**config.mk**
```make
export PLATFORM = sky130hd
export DESIGN_NAME = encrypt_stream
export DESIGN_NICKNAME = d
export VERILOG_FILES = /design/src/rtl/encrypt_pkg.sv /design/src/rtl/enc_table.sv /design/src/rtl/encrypt_stream.sv
export SDC_FILE = /design/constraint.sdc
export NUM_CORES = 2
export LEC_CHECK = 0
export CELL_PAD_IN_SITES_DETAIL_PLACEMENT = 0
export CELL_PAD_IN_SITES_GLOBAL_PLACEMENT = 1
export CORE_MARGIN = 3
export CORE_UTILIZATION = 50
export CTS_CLUSTER_DIAMETER = 60
export DETAILED_ROUTE_END_ITERATION = 6
export PLACE_DENSITY_LB_ADDON = 0.15
export SLEW_MARGIN = 0
export SYNTH_ARGS = -nofsm -noshare
export SYNTH_HDL_FRONTEND = slang
export SYNTH_SLANG_ARGS = --single-unit
```
**constraint.sdc**
```tcl
create_clock -name clk -period 16.4 [get_ports clk]
set_clock_uncertainty 0.2 [all_clocks]
set_input_delay 3.28 -clock clk [delete_from_list [all_inputs] [get_ports clk]]
set_output_delay 3.28 -clock clk [all_outputs]
set_load 0.02 [all_outputs]
```
**src/rtl/encrypt_pkg.sv**
```systemverilog
// Shared widths, FSM state type, table write payload and the golden forward mapping.
package encrypt_pkg;

   localparam int unsigned DATA_W    = 8;
   localparam int unsigned ADDR_W    = 8;
   localparam int unsigned TBL_DEPTH = 256;
   localparam logic [DATA_W-1:0] ERR_VAL = 8'hFF;

   typedef enum logic {ST_INIT, ST_RUN} state_e;

   typedef struct packed {
      logic              we;
      logic [ADDR_W-1:0] addr;
      logic [DATA_W-1:0] data;
   } tbl_wr_t;

   // enc(x) = x+1, with 0xFF mapped to ERR_VAL since decrypt has no preimage for it
   function automatic logic [DATA_W-1:0] enc_ref(input logic [DATA_W-1:0] x);
      return (x == 8'hFF) ? ERR_VAL : DATA_W'(x + 8'd1);
   endfunction

endpackage

```
**src/rtl/enc_table.sv**
```systemverilog
// 256x8 substitution RAM: one synchronous write port, one synchronous read-before-write read port.
module enc_table
   import encrypt_pkg::*;
(
   input  logic              clk,
   input  logic              reset,
   input  tbl_wr_t           wr_i,
   input  logic              rd_en_i,
   input  logic [ADDR_W-1:0] rd_addr_i,
   output logic [DATA_W-1:0] rd_data_o
);

   logic [DATA_W-1:0] mem_q [TBL_DEPTH];
   logic [DATA_W-1:0] rd_data_q;

   always_ff @(posedge clk) begin
      if (wr_i.we) begin
         mem_q[wr_i.addr] <= wr_i.data;
      end
   end

   // Read register doubles as the stream output stage; it holds while no lookup is issued
   always_ff @(posedge clk) begin
      if (reset) begin
         rd_data_q <= '0;
      end else if (rd_en_i) begin
         rd_data_q <= mem_q[rd_addr_i];
      end
   end

   assign rd_data_o = rd_data_q;

endmodule

```
**src/rtl/encrypt_stream.sv**
```systemverilog
// Byte-stream encryptor: table load after reset, runtime re-keying, one-stage registered lookup.
module encrypt_stream #(
   parameter int unsigned DATA_W  = 8,
   parameter logic [7:0]  ERR_VAL = 8'hFF,
   parameter int unsigned CNT_W   = 16
) (
   input  logic              clk,
   input  logic              reset,
   input  logic              in_valid,
   output logic              in_ready,
   input  logic [DATA_W-1:0] in_data,
   output logic              out_valid,
   input  logic              out_ready,
   output logic [DATA_W-1:0] out_data,
   output logic              out_err,
   input  logic              cfg_we,
   input  logic [7:0]        cfg_addr,
   input  logic [7:0]        cfg_data,
   output logic              init_done,
   output logic [CNT_W-1:0]  byte_cnt,
   output logic [CNT_W-1:0]  err_cnt
);
   import encrypt_pkg::*;

   state_e            state_q;
   logic [7:0]        idx_q;
   logic              init_done_q;
   logic              out_valid_q;
   logic              out_err_q;
   logic [CNT_W-1:0]  byte_cnt_q, byte_cnt_d;
   logic [CNT_W-1:0]  err_cnt_q, err_cnt_d;
   logic              xfer;
   logic              is_err;
   tbl_wr_t           wr;

   assign in_ready = (state_q == ST_RUN) && (!out_valid_q || out_ready);
   assign xfer     = in_valid && in_ready;
   assign is_err   = (in_data == 8'hFF);

   // Table write port: the init sweep owns it until RUN, then cfg takes over
   always_comb begin
      wr = '0;
      if (state_q == ST_INIT) begin
         wr.we   = 1'b1;
         wr.addr = idx_q;
         wr.data = (idx_q == 8'hFF) ? ERR_VAL : idx_q + 8'd1;
      end else begin
         wr.we   = cfg_we;
         wr.addr = cfg_addr;
         wr.data = cfg_data;
      end
   end

   // Saturating counters
   always_comb begin
      byte_cnt_d = byte_cnt_q;
      err_cnt_d  = err_cnt_q;
      if (xfer && (byte_cnt_q != '1)) begin
         byte_cnt_d = byte_cnt_q + CNT_W'(1);
      end
      if (xfer && is_err && (err_cnt_q != '1)) begin
         err_cnt_d = err_cnt_q + CNT_W'(1);
      end
   end

   always_ff @(posedge clk) begin
      if (reset) begin
         state_q     <= ST_INIT;
         idx_q       <= '0;
         init_done_q <= 1'b0;
         out_valid_q <= 1'b0;
         out_err_q   <= 1'b0;
         byte_cnt_q  <= '0;
         err_cnt_q   <= '0;
      end else begin
         case (state_q)
            ST_INIT: begin
               idx_q <= idx_q + 8'd1;
               if (idx_q == 8'hFF) begin
                  state_q     <= ST_RUN;
                  init_done_q <= 1'b1;
               end
            end
            ST_RUN: begin
               if (xfer) begin
                  out_valid_q <= 1'b1;
                  out_err_q   <= is_err;
               end else if (out_ready) begin
                  out_valid_q <= 1'b0;
               end
               byte_cnt_q <= byte_cnt_d;
               err_cnt_q  <= err_cnt_d;
            end
            default: state_q <= ST_INIT;
         endcase
      end
   end

   enc_table u_table (
      .clk       (clk),
      .reset     (reset),
      .wr_i      (wr),
      .rd_en_i   (xfer),
      .rd_addr_i (in_data),
      .rd_data_o (out_data)
   );

   assign out_valid = out_valid_q;
   assign out_err   = out_err_q;
   assign init_done = init_done_q;
   assign byte_cnt  = byte_cnt_q;
   assign err_cnt   = err_cnt_q;

endmodule

```
==> impl_metrics.env <==
export IMPL_drt_drc_violations_left=0
export IMPL_setup_worst_path_class="in -> out"
export IMPL_cp_max_fo=4
export IMPL_post_synth_xor_area_fraction_pct=0.369
export IMPL_worst_slew_pin_transition_ps=1320
export IMPL_max_stage_delay_on_crit_path_ps=640
export IMPL_rsz_0062_raised_after_global_routing="no"
export IMPL_gpl_final_weighted_congestion=0.845
export IMPL_tritoncts_clock_tree="done"
export IMPL_crit_reg2reg_capture="u_table.mem_q[120][2]"
export IMPL_async_flop_share_pct=0
export IMPL_dr_first_iter_drc_count=4486
export IMPL_synth_compound_gate_area_share_pct=4.55
export IMPL_seq_pwr_share_pct=53.6
export IMPL_hold_path_endpoint="out_err"
export IMPL_chipWidth_um=414
export IMPL_yosys_cell_types_count=86
export IMPL_post_synth_fa_ha_maj_area_fraction_pct=0.0452
export IMPL_grt_antenna_before_repair=12
export IMPL_synth_mux_area_share_pct=13.7
export IMPL_post_route_min_period_ps=8050
export IMPL_number_of_gates_resized_after_cts=0
export IMPL_period_share_pct=49.1
export IMPL_p_int_mw=8.64
export IMPL_grt_pass1_vias=42538
export IMPL_routed_via_count=42731
export IMPL_avgViaCountPerCell=6.24
export IMPL_largest_family_of_logic_cells_by_synthesized_area="multiplexers"
export IMPL_ctsHoldBuffers=0
export IMPL_ys_dominant_reg_cell="edfxtp_1"
export IMPL_multi_input_logic_area_um2=18500
export IMPL_fp_dieArea_um2=171000
export IMPL_chipHeight_um=414
export IMPL_critical_path_reg2reg_startpoint="idx_q[0]"
export IMPL_holdPathStages=2
export IMPL_startpoint_type="primary input"
export IMPL_post_synth_main_area_contributors="edfxtp_1, mux4_2, mux2i_1"
export IMPL_timing_max_cap_violations=0
export IMPL_cpMostUsedCell="clkdlybuf4s50_1"
export IMPL_worstPathCellList="clkdlybuf4s50_1, nor2b_1, nor2_1, clkdlybuf4s50_1"
export IMPL_switching_share_pct=21.5
export IMPL_avg_synthesized_cell_area_um2=19.0
export IMPL_drt_pass1_iter_count=6
export IMPL_global_route_usage_sum_pct=25.5
export IMPL_final_hold_worst_slack_ps=263
export IMPL_cts_htree_levels=4
export IMPL_global_route_wire_length_before_repair_um=311000
export IMPL_power_density_nw_per_um2=120
export IMPL_final_antenna_net_count=0
export IMPL_worstHoldPathType="reg -> reg"
export IMPL_grt_max_degree=217
export IMPL_total_nets_after_synthesis=4394
export IMPL_hold_path_startpoint="out_err"
export IMPL_total_switching_power_mw=2.36
export IMPL_fp_coreArea_um2=164000
export IMPL_synth_simple_area_share_pct=3.50
export IMPL_ys_warn_count=0
export IMPL_design_final_nets=4519
export IMPL_clkTransAtPathRegs_ps=60
export IMPL_io_buffers=72
export IMPL_critical_path_buf_inv_count=2
export IMPL_worst_endpoint_required_ps=12920
export IMPL_result_of_the_run="finished clean"
export IMPL_post_dp_hpwl_um=131000
export IMPL_leakage_nw=29.7
export IMPL_clock_sinks=2100
export IMPL_comb_power_share_pct=4.6
export IMPL_final_seq_area_um2=62500
export IMPL_grt_remaining_overflow=0
export IMPL_initial_core_util_pct=50.7
export IMPL_max_clock_path_buffers=3
export IMPL_post_route_setup_tns_ps=0
export IMPL_slew_limit_headroom_pct=11.2
export IMPL_setup_violations=0
export IMPL_synth_top_cell_by_area="edfxtp_1"
export IMPL_layout_stage_area_growth_over_the_synthesis_result_pct=10.7
export IMPL_fillerInstances=12466
export IMPL_drive_gt1_share_pct=15.1
export IMPL_hold_viol_final=0
export IMPL_synth_cells=4362
export IMPL_ir_drop_mv=0.116
export IMPL_syn_area_um2=83100
export IMPL_worstRegToRegCells=8
export IMPL_setup_reg_to_reg_worst_slack_ps=11260
export IMPL_floorplan_io_pins=73
export IMPL_row_count=148
export IMPL_synth_seq_cells=2100
export IMPL_clk_insertion_delay_late_ps=850
export IMPL_cts_root_buffer="clkbuf_16"
export IMPL_wp_data_arrival_ps=4570
export IMPL_cts_buffers=209
export IMPL_number_of_enable_flip_flop_cells_after_synthesis=2048
export IMPL_postRouteWirelength_um=217000
export IMPL_slew_violations=0
export IMPL_path_delay_family="buffers and inverters"
export IMPL_p_clk_share_pct=41.8
export IMPL_synth_top_cell_area_share_pct=74.0
export IMPL_ys_seq_area_share_pct=75.3
export IMPL_endpoint_kind="output port"
export IMPL_timing_fmax_ghz=0.124
export IMPL_critical_path_top_delay_cell="clkdlybuf4s50_1"
export IMPL_detail_route_wl_per_cell_um=31.7
export IMPL_critical_path_depth=4
export IMPL_postCtsSetupBuffers=0
## layout by cell type (no fill, tap or decap), types with 42 or more instances in the layout
| master | count |
|---|---|
| mux2i_1 | 438 |
| nand2_1 | 147 |
| o21ai_0 | 78 |
| o22ai_1 | 126 |
| edfxtp_1 | 2048 |
| a21oi_1 | 81 |
| clkdlybuf4s50_1 | 67 |
| dfxtp_1 | 51 |
| clkbuf_1 | 60 |
| a221oi_1 | 42 |
| nand3_1 | 47 |
| nor2_1 | 330 |
| clkinv_1 | 53 |
| mux4_2 | 285 |
| buf_4 | 96 |
| clkbuf_16 | 212 |
| o221ai_1 | 62 |
| a211oi_1 | 52 |
## registers in the layout (all words and copies together) (netlist names)
register           cells
byte_cnt              16
err_cnt               16
idx_q                  8
init_done              1
out_err                1
out_valid              1
state_q                1
u_table.mem_q       2048
u_table.rd_data_o      8
## worst register-to-register path, cell delays in order, from the launching register on
cell and delay, ps:
dfxtp_1 460, ha_1 240, nand3_1 170, or2_2 390, nor2_1 440, o21ai_0 260
nand2_4 730, buf_4 860, buf_4 960
## worst max path at each step
stage                     startpoint                   end  slack (ps)
final                      out_ready              in_ready        8350
after global routing       out_ready              in_ready        8270
after detailed placement  in_data[1]  u_table.rd_data_o[0]        7400
after global placement    in_data[1]  u_table.rd_data_o[0]        7490
after CTS                 in_data[1]  u_table.rd_data_o[0]        8240
after floorplan             idx_q[0]   u_table.mem_q[0][7]        2740
## routing by layer
| metal | vias to the layer above | GRT usage, % | share of wire [%] |
|---|---|---|---|
| li1 | 18126 | - | - |
| met1 | 22639 | 37.4 | 43 |
| met2 | 1669 | 39.2 | 47 |
| met3 | 295 | 5.06 | 7.7 |
| met4 | 2 | 7.43 | 2.7 |
| met5 | - | 0 | 0.0051 |
## cell usage after synthesis, types with 6 or more instances
cell,number
mux2i_1,438
or3_1,14
dfxtp_1,52
buf_4,22
xnor2_1,12
buf_12,11
o22ai_1,126
a211o_1,11
buf_8,28
nor3_1,24
a22oi_1,12
clkbuf_1,84
a21oi_1,81
clkbuf_8,9
inv_1,9
buf_1,9
a211oi_1,52
nor2b_1,9
buf_6,50
nand3_1,48
buf_2,45
edfxtp_1,2048
nand4_1,13
nor4_1,6
a31oi_1,11
a32oi_1,6
mux4_2,285
nor2_1,332
a221oi_1,42
and2_1,11
nand2_1,151
a2111oi_0,14
xor2_1,23
and4_1,6
nand2b_1,12
o21ai_0,80
o221ai_1,62
o31ai_1,10
nand3b_1,6
mux4_1,21
## power by group through the flow
stage                     sequential, mW  clock [mW]  combinational (mW)
after global routing                5.89        4.88               0.532
after floorplan                     6.03           0               0.326
after detailed placement            6.01           0               0.506
after global placement              6.01           0               0.501
after CTS                           5.89        4.67               0.507
final                               5.89        4.60               0.506
## cell type report
| type | instances | area share [%] |
|---|---|---|
| Sequential cell | 2100 | 68.0 |
| Multi-Input combinational cell | 1991 | 20.1 |
| Clock buffer | 275 | 6.06 |
| Tap cell | 2175 | 2.96 |
| Timing Repair Buffer | 174 | 1.70 |
| Clock inverter | 112 | 1.09 |
| Inverter | 11 | 0.0490 |
| Antenna cell | 9 | 0.0245 |
## per-stage QoR
step	area (um^2)	power (mW)	instances	util [%]	setup WS, ps
2_1_floorplan	83100	6.35	4362	-	2740
3_3_place_gp	85400	6.51	6450	52.1	7490
3_5_place_dp	85400	6.51	6450	52.1	7400
4_1_cts	92000	11.1	6837	56.1	8240
5_1_grt	92000	11.3	6838	56.1	8270
6_report	92000	11.0	6847	56.1	8350
## cell families (layout without fill, tap and decap cells)
family | after synthesis | after routing
flops | 2100 | 2100
buf+inv | 271 | 572
compound gates | 548 | 548
simple gates | 659 | 659
other cells | 0 | 9
fa+ha+maj | 3 | 3
xor+xnor | 35 | 35
mux | 746 | 746
(Power assumes the default switching activity.)
